## config.mk

```make
export PLATFORM = sky130hd
export DESIGN_NAME = alu_share_arb
export DESIGN_NICKNAME = d
export VERILOG_FILES = /design/src/rtl/alu_share_arb.sv
export SDC_FILE = /design/constraint.sdc
export NUM_CORES = 1
export LEC_CHECK = 0
export BUFFER_PORTS_ARGS = -buffer_cell sky130_fd_sc_hd__buf_2
export CAP_MARGIN = 30
export CORE_AREA = 2 2 108 110
export CTS_CLUSTER_SIZE = 8
export DETAILED_ROUTE_END_ITERATION = 6
export DIE_AREA = 0 0 110 112
export PLACE_DENSITY = 0.56
export SYNTH_ARGS = -nofsm -noshare
export SYNTH_HDL_FRONTEND = slang
export SYNTH_SLANG_ARGS = --single-unit
```

## constraint.sdc

```tcl
create_clock -name i_clk -period 1.45 [get_ports i_clk]
set_input_delay 0 -clock i_clk [delete_from_list [all_inputs] [get_ports i_clk]]
set_output_delay 0 -clock i_clk [all_outputs]
set_load 0.005 [all_outputs]
```

## src/rtl/alu_share_arb.sv

```systemverilog
// rtl/alu_share_arb.sv - round-robin arbiter time-sharing one single-cycle ALU
// Grants one requester per cycle and holds its ALU result in a one-entry response register.
package alu_pkg;
   typedef enum logic [3:0] {
      ALU_ADD  = 4'd0,
      ALU_SUB  = 4'd1,
      ALU_SLL  = 4'd2,
      ALU_SLT  = 4'd3,
      ALU_SLTU = 4'd4,
      ALU_XOR  = 4'd5,
      ALU_SRL  = 4'd6,
      ALU_SRA  = 4'd7,
      ALU_OR   = 4'd8,
      ALU_AND  = 4'd9
   } ALUSel_e;
endpackage

module alu_share_arb #(
   parameter int NUM_REQ = 2,
   parameter int ID_W    = $clog2(NUM_REQ)
) (
   input  logic                              i_clk,
   input  logic                              i_rst,
   input  logic [NUM_REQ-1:0]                i_req_valid,
   output logic [NUM_REQ-1:0]                o_req_ready,
   input  logic [NUM_REQ-1:0][31:0]          i_req_operand_a,
   input  logic [NUM_REQ-1:0][31:0]          i_req_operand_b,
   input  alu_pkg::ALUSel_e [NUM_REQ-1:0]    i_req_alu_op,
   output logic [31:0]                       o_alu_operand_a,
   output logic [31:0]                       o_alu_operand_b,
   output alu_pkg::ALUSel_e                  o_alu_op,
   input  logic [31:0]                       i_alu_res,
   output logic                              o_rsp_valid,
   input  logic                              i_rsp_ready,
   output logic [31:0]                       o_rsp_data,
   output logic [ID_W-1:0]                   o_rsp_id
);
   import alu_pkg::*;

   logic [ID_W-1:0] rr_ptr;
   logic [ID_W-1:0] rr_next;
   logic [ID_W-1:0] winner;
   logic [ID_W:0]   scan_idx;
   logic            found;
   logic            slot_free;
   logic            grant;

   // A draining response frees the slot in the same cycle, giving one op per cycle.
   assign slot_free = !o_rsp_valid || i_rsp_ready;
   assign grant     = slot_free && found && !i_rst;

   always_comb begin
      found    = 1'b0;
      winner   = '0;
      scan_idx = '0;
      for (int k = 0; k < NUM_REQ; k++) begin
         scan_idx = {1'b0, rr_ptr} + (ID_W+1)'(k);
         if (scan_idx >= (ID_W+1)'(NUM_REQ)) begin
            scan_idx = scan_idx - (ID_W+1)'(NUM_REQ);
         end
         if (!found && i_req_valid[scan_idx[ID_W-1:0]]) begin
            found  = 1'b1;
            winner = scan_idx[ID_W-1:0];
         end
      end
   end

   // Explicit wrap keeps the pointer off unused tags when NUM_REQ is not a power of two.
   always_comb begin
      if (winner == ID_W'(NUM_REQ - 1)) begin
         rr_next = '0;
      end else begin
         rr_next = winner + ID_W'(1);
      end
   end

   always_comb begin
      o_req_ready     = '0;
      o_alu_operand_a = 32'd0;
      o_alu_operand_b = 32'd0;
      o_alu_op        = ALU_ADD;
      if (grant) begin
         o_req_ready     = NUM_REQ'(1) << winner;
         o_alu_operand_a = i_req_operand_a[winner];
         o_alu_operand_b = i_req_operand_b[winner];
         o_alu_op        = i_req_alu_op[winner];
      end
   end

   always_ff @(posedge i_clk) begin
      if (i_rst) begin
         o_rsp_valid <= 1'b0;
         o_rsp_data  <= 32'd0;
         o_rsp_id    <= '0;
         rr_ptr      <= '0;
      end else if (grant) begin
         o_rsp_valid <= 1'b1;
         o_rsp_data  <= i_alu_res;
         o_rsp_id    <= winner;
         rr_ptr      <= rr_next;
      end else if (o_rsp_valid && i_rsp_ready) begin
         o_rsp_valid <= 1'b0;
      end
   end
endmodule

```

==> flow_summary.toml, run 1 <==
[synthesis]
syn_inst = 240
synth.largest_area_cell = "dfxtp_1"
ys_ff_latch = 35
postSynthAreaPerCell_um2 = 8.76
ys_top_cells_by_count = "a22o_1 (68), dfxtp_1 (35), inv_1 (33), o211ai_1 (32), o21ai_0 (30)"
synth_top_area_share_pct = 33.3
ys_warn_count = 0
syn_nets = 413
synth_edf_count = 0
synthTopCellsByArea = "dfxtp_1 (33%), a22o_1 (28%), o211ai_1 (11%)"
ys_seq_area_share_pct = 33.3
async_flop_share_pct = 0
synth_most_common_cell = "a22o_1"
netlist_area_um2 = 2100
ys.flop_type = "dfxtp_1"
yosys.cell_types.count = 19

[timing]
skew_ps = 5.33
relSlewSlack_pct = 76.1
rsz0062_at_grt = "yes"
max_freq_mhz = 596
maxSlewViolCount = 0
setup_viol = 68
fin_ws_ps = -227
final.min_clock_period_ps = 1680
fin_crit_sh_pct = 116
hold_violations = 0
hold_slack_ps = 13.6
finalSetupTns_ps = -12030
worst_pin_slew_ps = 359

[worst_setup_path]
r2r_cells = 5
cp-end-kind = "output port"
worstSetupStartpointType = "flip-flop"
cp_max_fo = 35
crit_type = "flip-flop to output port"
critical_path_arrival_ps = 1680
r2r_slack_ps = 90
required_ps = 1450

[grt]
grt_max_degree = 36
gr-usage-all-layers_pct = 16.9
grt_pass1_wl_um = 16000
first_global_vias = 3072
gr-total-overflow = 0
antenna_found_initial = 0

[power]
power.leakage_uw = 0.00243
p_per_area_nw_per_um2 = 761
vdd_drop_max_uv = 409

[placement]
post-dp-hpwl_um = 7810
gp_congestion = 0.728
place.port_buffers = 276

[outcome]
status = "finished with violations"
violations = "setup timing"

[final_layout]
drive_gt1_share_pct = 57.8
fin_util_pct = 39.4
n_antenna_cell = 0
fin_nets = 722
area_growth_pct = 109

[cts]
clk-insertion-delay-late_ps = 280
cts_made_buffers = 5
cts_tree = "built"
root_buffer = "clkbuf_16"
cts_sinks = 35
cts_buffer_depth = 2
cts.htree.levels = 2
path_clk_slew_ps = 50

[detailed_routing]
drt_iter0_drc = 148
wl_per_cell_um = 16.5
antenna_left = 0
firstDrtPassIters = 4
num_vias = 3200
routed_wl_um = 11400
drc = 0
via_per_inst = 4.62

[floorplan]
die_x_um = 110
pin_count = 277
initial_core_util_pct = 18.8
rows = 39
die-area_um2 = 12300
core_area_um2 = 11200
die_h_um = 112

[worst_hold_path]
min_path_type = "input pin to flip-flop"
hold_depth = 2

[flow_run]
drv_cap = 0
==> worst paths after layout <==
check	startpoint	endpoint
max	rr_ptr	o_alu_operand_b[7]
min	i_req_valid[1]	rr_ptr
max reg2reg	o_rsp_valid	o_rsp_data[14]
min reg2reg	o_rsp_id	o_rsp_id
==> final cells by class <==
type / instances / area, um^2
Sequential cell: 35 / 706
Multi-Input combinational cell: 142 / 1140
Inverter: 35 / 131
Clock buffer: 5 / 125
Tap cell: 143 / 179
Timing Repair Buffer: 330 / 2070
Fill cell: 1140 / 6770
Clock inverter: 3 / 43.8
==> timing repair <==
item,in CTS,in global routing
gates cloned,5,2
endpoints found under the setup margin,68,73
gates resized for setup,16,9
hold endpoints to repair,33,0
setup buffers,7,2
pin swaps,7,8
hold buffers,34,0
==> power breakdown <==
group	leakage [uW]	total [uW]	switching (uW)	internal (uW)
Clock	0.0000838	1230	420	810
Sequential	0.000291	1070	37.1	1040
Combinational	0.00205	1050	452	594
Total	0.00243	3350	909	2440
==> flip-flops by register name (all words and copies together) (netlist names) <==
name / count
rr_ptr: 1
o_rsp_valid: 1
o_rsp_data: 32
o_rsp_id: 1
==> critical path: stages, from the launching register on <==
cell	delay, ps
dfxtp_4	350
buf_4	130
o2111a_2	300
buf_12	180
a22o_1	280
buf_2	130
==> layout by cell type, fill, tap and decap left out, drive strengths merged, types with 2 or more instances in the layout <==
master / synthesis / layout
a21oi: 2 / 2
a22o: 68 / 68
buf: 11 / 294
clkbuf: 17 / 7
clkinv: 0 / 2
dfxtp: 35 / 35
dlygate4sd3: 0 / 34
inv: 35 / 35
o211ai: 32 / 32
o21ai: 32 / 32
==> stage by stage <==
| step | setup WS, ps | std cells | total power [uW] | instance area (um^2) |
|---|---|---|---|---|
| after global routing | -284 | 693 | 3510 | 4400 |
| after floorplan | 49.6 | 240 | 1440 | 2100 |
| after global placement | -69.9 | 637 | 1920 | 3570 |
| after CTS | -320 | 691 | 3370 | 4360 |
| after detailed placement | -111 | 637 | 1930 | 3570 |
| final | -227 | 693 | 3350 | 4400 |
==> cells by family after synthesis <==
group	share of synthesized area, %
flip-flops	33.3
AND/OR/NAND/NOR	1.31
AO/OA/AOI/OAI	50.5
buffers and inverters	14.9
==> routing by layer <==
layer / share of wire [%] / vias to the layer above / global-route usage [%]
li1: - / 1533 / -
met1: 42 / 1495 / 21.6
met2: 48 / 162 / 28.5
met3: 8.6 / 10 / 3.63
met4: 1.4 / 0 / 3.97
met5: 0 / - / 0
No activity file was read; power rests on OpenSTA's default activity.
==> inputs of run 2 (changes only) <==
Clock period 1.45 ns to 1.4 ns, I/O delays scaled along.
==> flow_summary.toml, run 2 (synthesized netlist as in run 1, its figures left out) <==
[grt]
grt_use_met1_pct = 24.8
grt_pass1_wl_um = 17200
met2_usage_pct = 30.7
use_met3_pct = 4.16
grt_max_degree = 34
first_global_vias = 3168
grt.busiest_layer = "met2"
gr-usage-all-layers_pct = 18.6
antenna_found_initial = 0
gr-total-overflow = 0

[placement]
post-dp-hpwl_um = 8610
gp_congestion = 0.822
dpl-instance-area_um2 = 3590
place.port_buffers = 276

[power]
p_per_area_nw_per_um2 = 751
vdd_drop_max_uv = 472
power.leakage_uw = 0.00256
total_power_uw = 3490

[final_layout]
finish.instance_area_um2 = 4660
regMostFlops = "o_rsp_data"
drive_gt1_share_pct = 63.2
final_cell_mix = "buf_2 (275), a22o_1 (59), inv_1 (33), dlygate4sd3_1 (33), dfxtp_1 (33)"
n_antenna_cell = 0
fin_util_pct = 41.7
fin_nets = 732
area_growth_pct = 121
final_common_cell = "buf_2"
largest_register_ffs = 32

[worst_setup_path]
r2r_slack_ps = -30
critical_path_arrival_ps = 1700
cp-startpoint = "o_rsp_valid"
r2r-start = "o_rsp_valid"
r2r_cells = 7
r2r-end = "o_rsp_id"
required_ps = 1400
worstSetupStartpointType = "flip-flop"
cp_max_fo = 8
crit_type = "flip-flop to output port"
cp-end-kind = "output port"

[floorplan]
rows = 39
die-area_um2 = 12300
die_x_um = 110
initial_core_util_pct = 18.8
die_h_um = 112
pin_count = 277
core_area_um2 = 11200

[detailed_routing]
routed_wl_um = 13500
drt_iter0_drc = 307
antenna_left = 0
drc = 0
num_vias = 3380
via_per_inst = 4.81
firstDrtPassIters = 4
wl_per_cell_um = 19.2

[timing]
hold_slack_ps = 18.8
setup_viol = 70
maxSlewViolCount = 0
worst_pin_slew_ps = 366
final.min_clock_period_ps = 1700
fin_crit_sh_pct = 121
relSlewSlack_pct = 75.6
hold_violations = 0
rsz0062_at_grt = "yes"
max_freq_mhz = 589
fin_ws_ps = -298
skew_ps = 3.10

[cts]
cts_buffer_depth = 2
cts.htree.levels = 2
cts_made_buffers = 5
root_buffer = "clkbuf_16"
clk-insertion-delay-late_ps = 280
path_clk_slew_ps = 60
cts_sinks = 35
cts_tree = "built"

[worst_hold_path]
hold_depth = 2
min_delay_worst_endpoint = "rr_ptr"
min_from = "i_req_valid[1]"
min_path_type = "input pin to flip-flop"

[outcome]
status = "finished with violations"
violations = "setup timing"

[flow_run]
drv_cap = 0
-- run 2: metal layers --
metal / vias to the layer above / share of wire, %
met2: 189 / 47
li1: 1552 / -
met5: - / 0
met3: 12 / 8.7
met1: 1627 / 43
met4: 0 / 1.7
-- run 2: critical path: stages, from the launching register on --
cell	delay, ps
dfxtp_2	330
nor2b_4	130
a2111oi_4	240
buf_6	190
buf_6	110
buf_12	120
a22o_1	150
buf_2	150
-- run 2: worst max path at each step --
stage / slack, ps / to
after detailed placement: -30 / o_alu_operand_a[21]
after CTS: -290 / o_alu_operand_a[18]
after floorplan: -0.4 / o_rsp_id
final: -300 / o_alu_operand_a[21]
after global routing: -350 / o_alu_operand_a[29]
after global placement: 30 / o_alu_operand_a[6]
-- run 2: stage by stage --
stage                     TNS [ps]  instances  setup slack (ps)
after detailed placement      -155        640             -28.5
after floorplan             -0.445        240            -0.445
after CTS                   -15730        692              -294
final                       -17730        703              -298
after global routing        -21830        703              -347
after global placement           0        640              25.5
-- run 2: what timing repair did --
action | CTS | global route
setup endpoints to repair | 69 | 97
pin swaps | 2 | 7
buffers inserted | 5 | 8
gates cloned | 6 | 6
hold endpoints to repair | 35 | 0
resized for setup | 17 | 62
hold buffers | 33 | 0
-- run 2: layout make-up --
type,instances,area (um^2)
well taps,143,179
multi-input cells,142,1260
inverters,35,131
clock buffers,6,139
clock inverters,2,16.3
repair buffers,340,2230
flip-flops and latches,35,706
fillers,1111,6520
-- run 2: power by group --
group	internal [uW]	switching [uW]
Clock	710	433
Sequential	1070	40.2
Combinational	687	551
Total	2470	1020
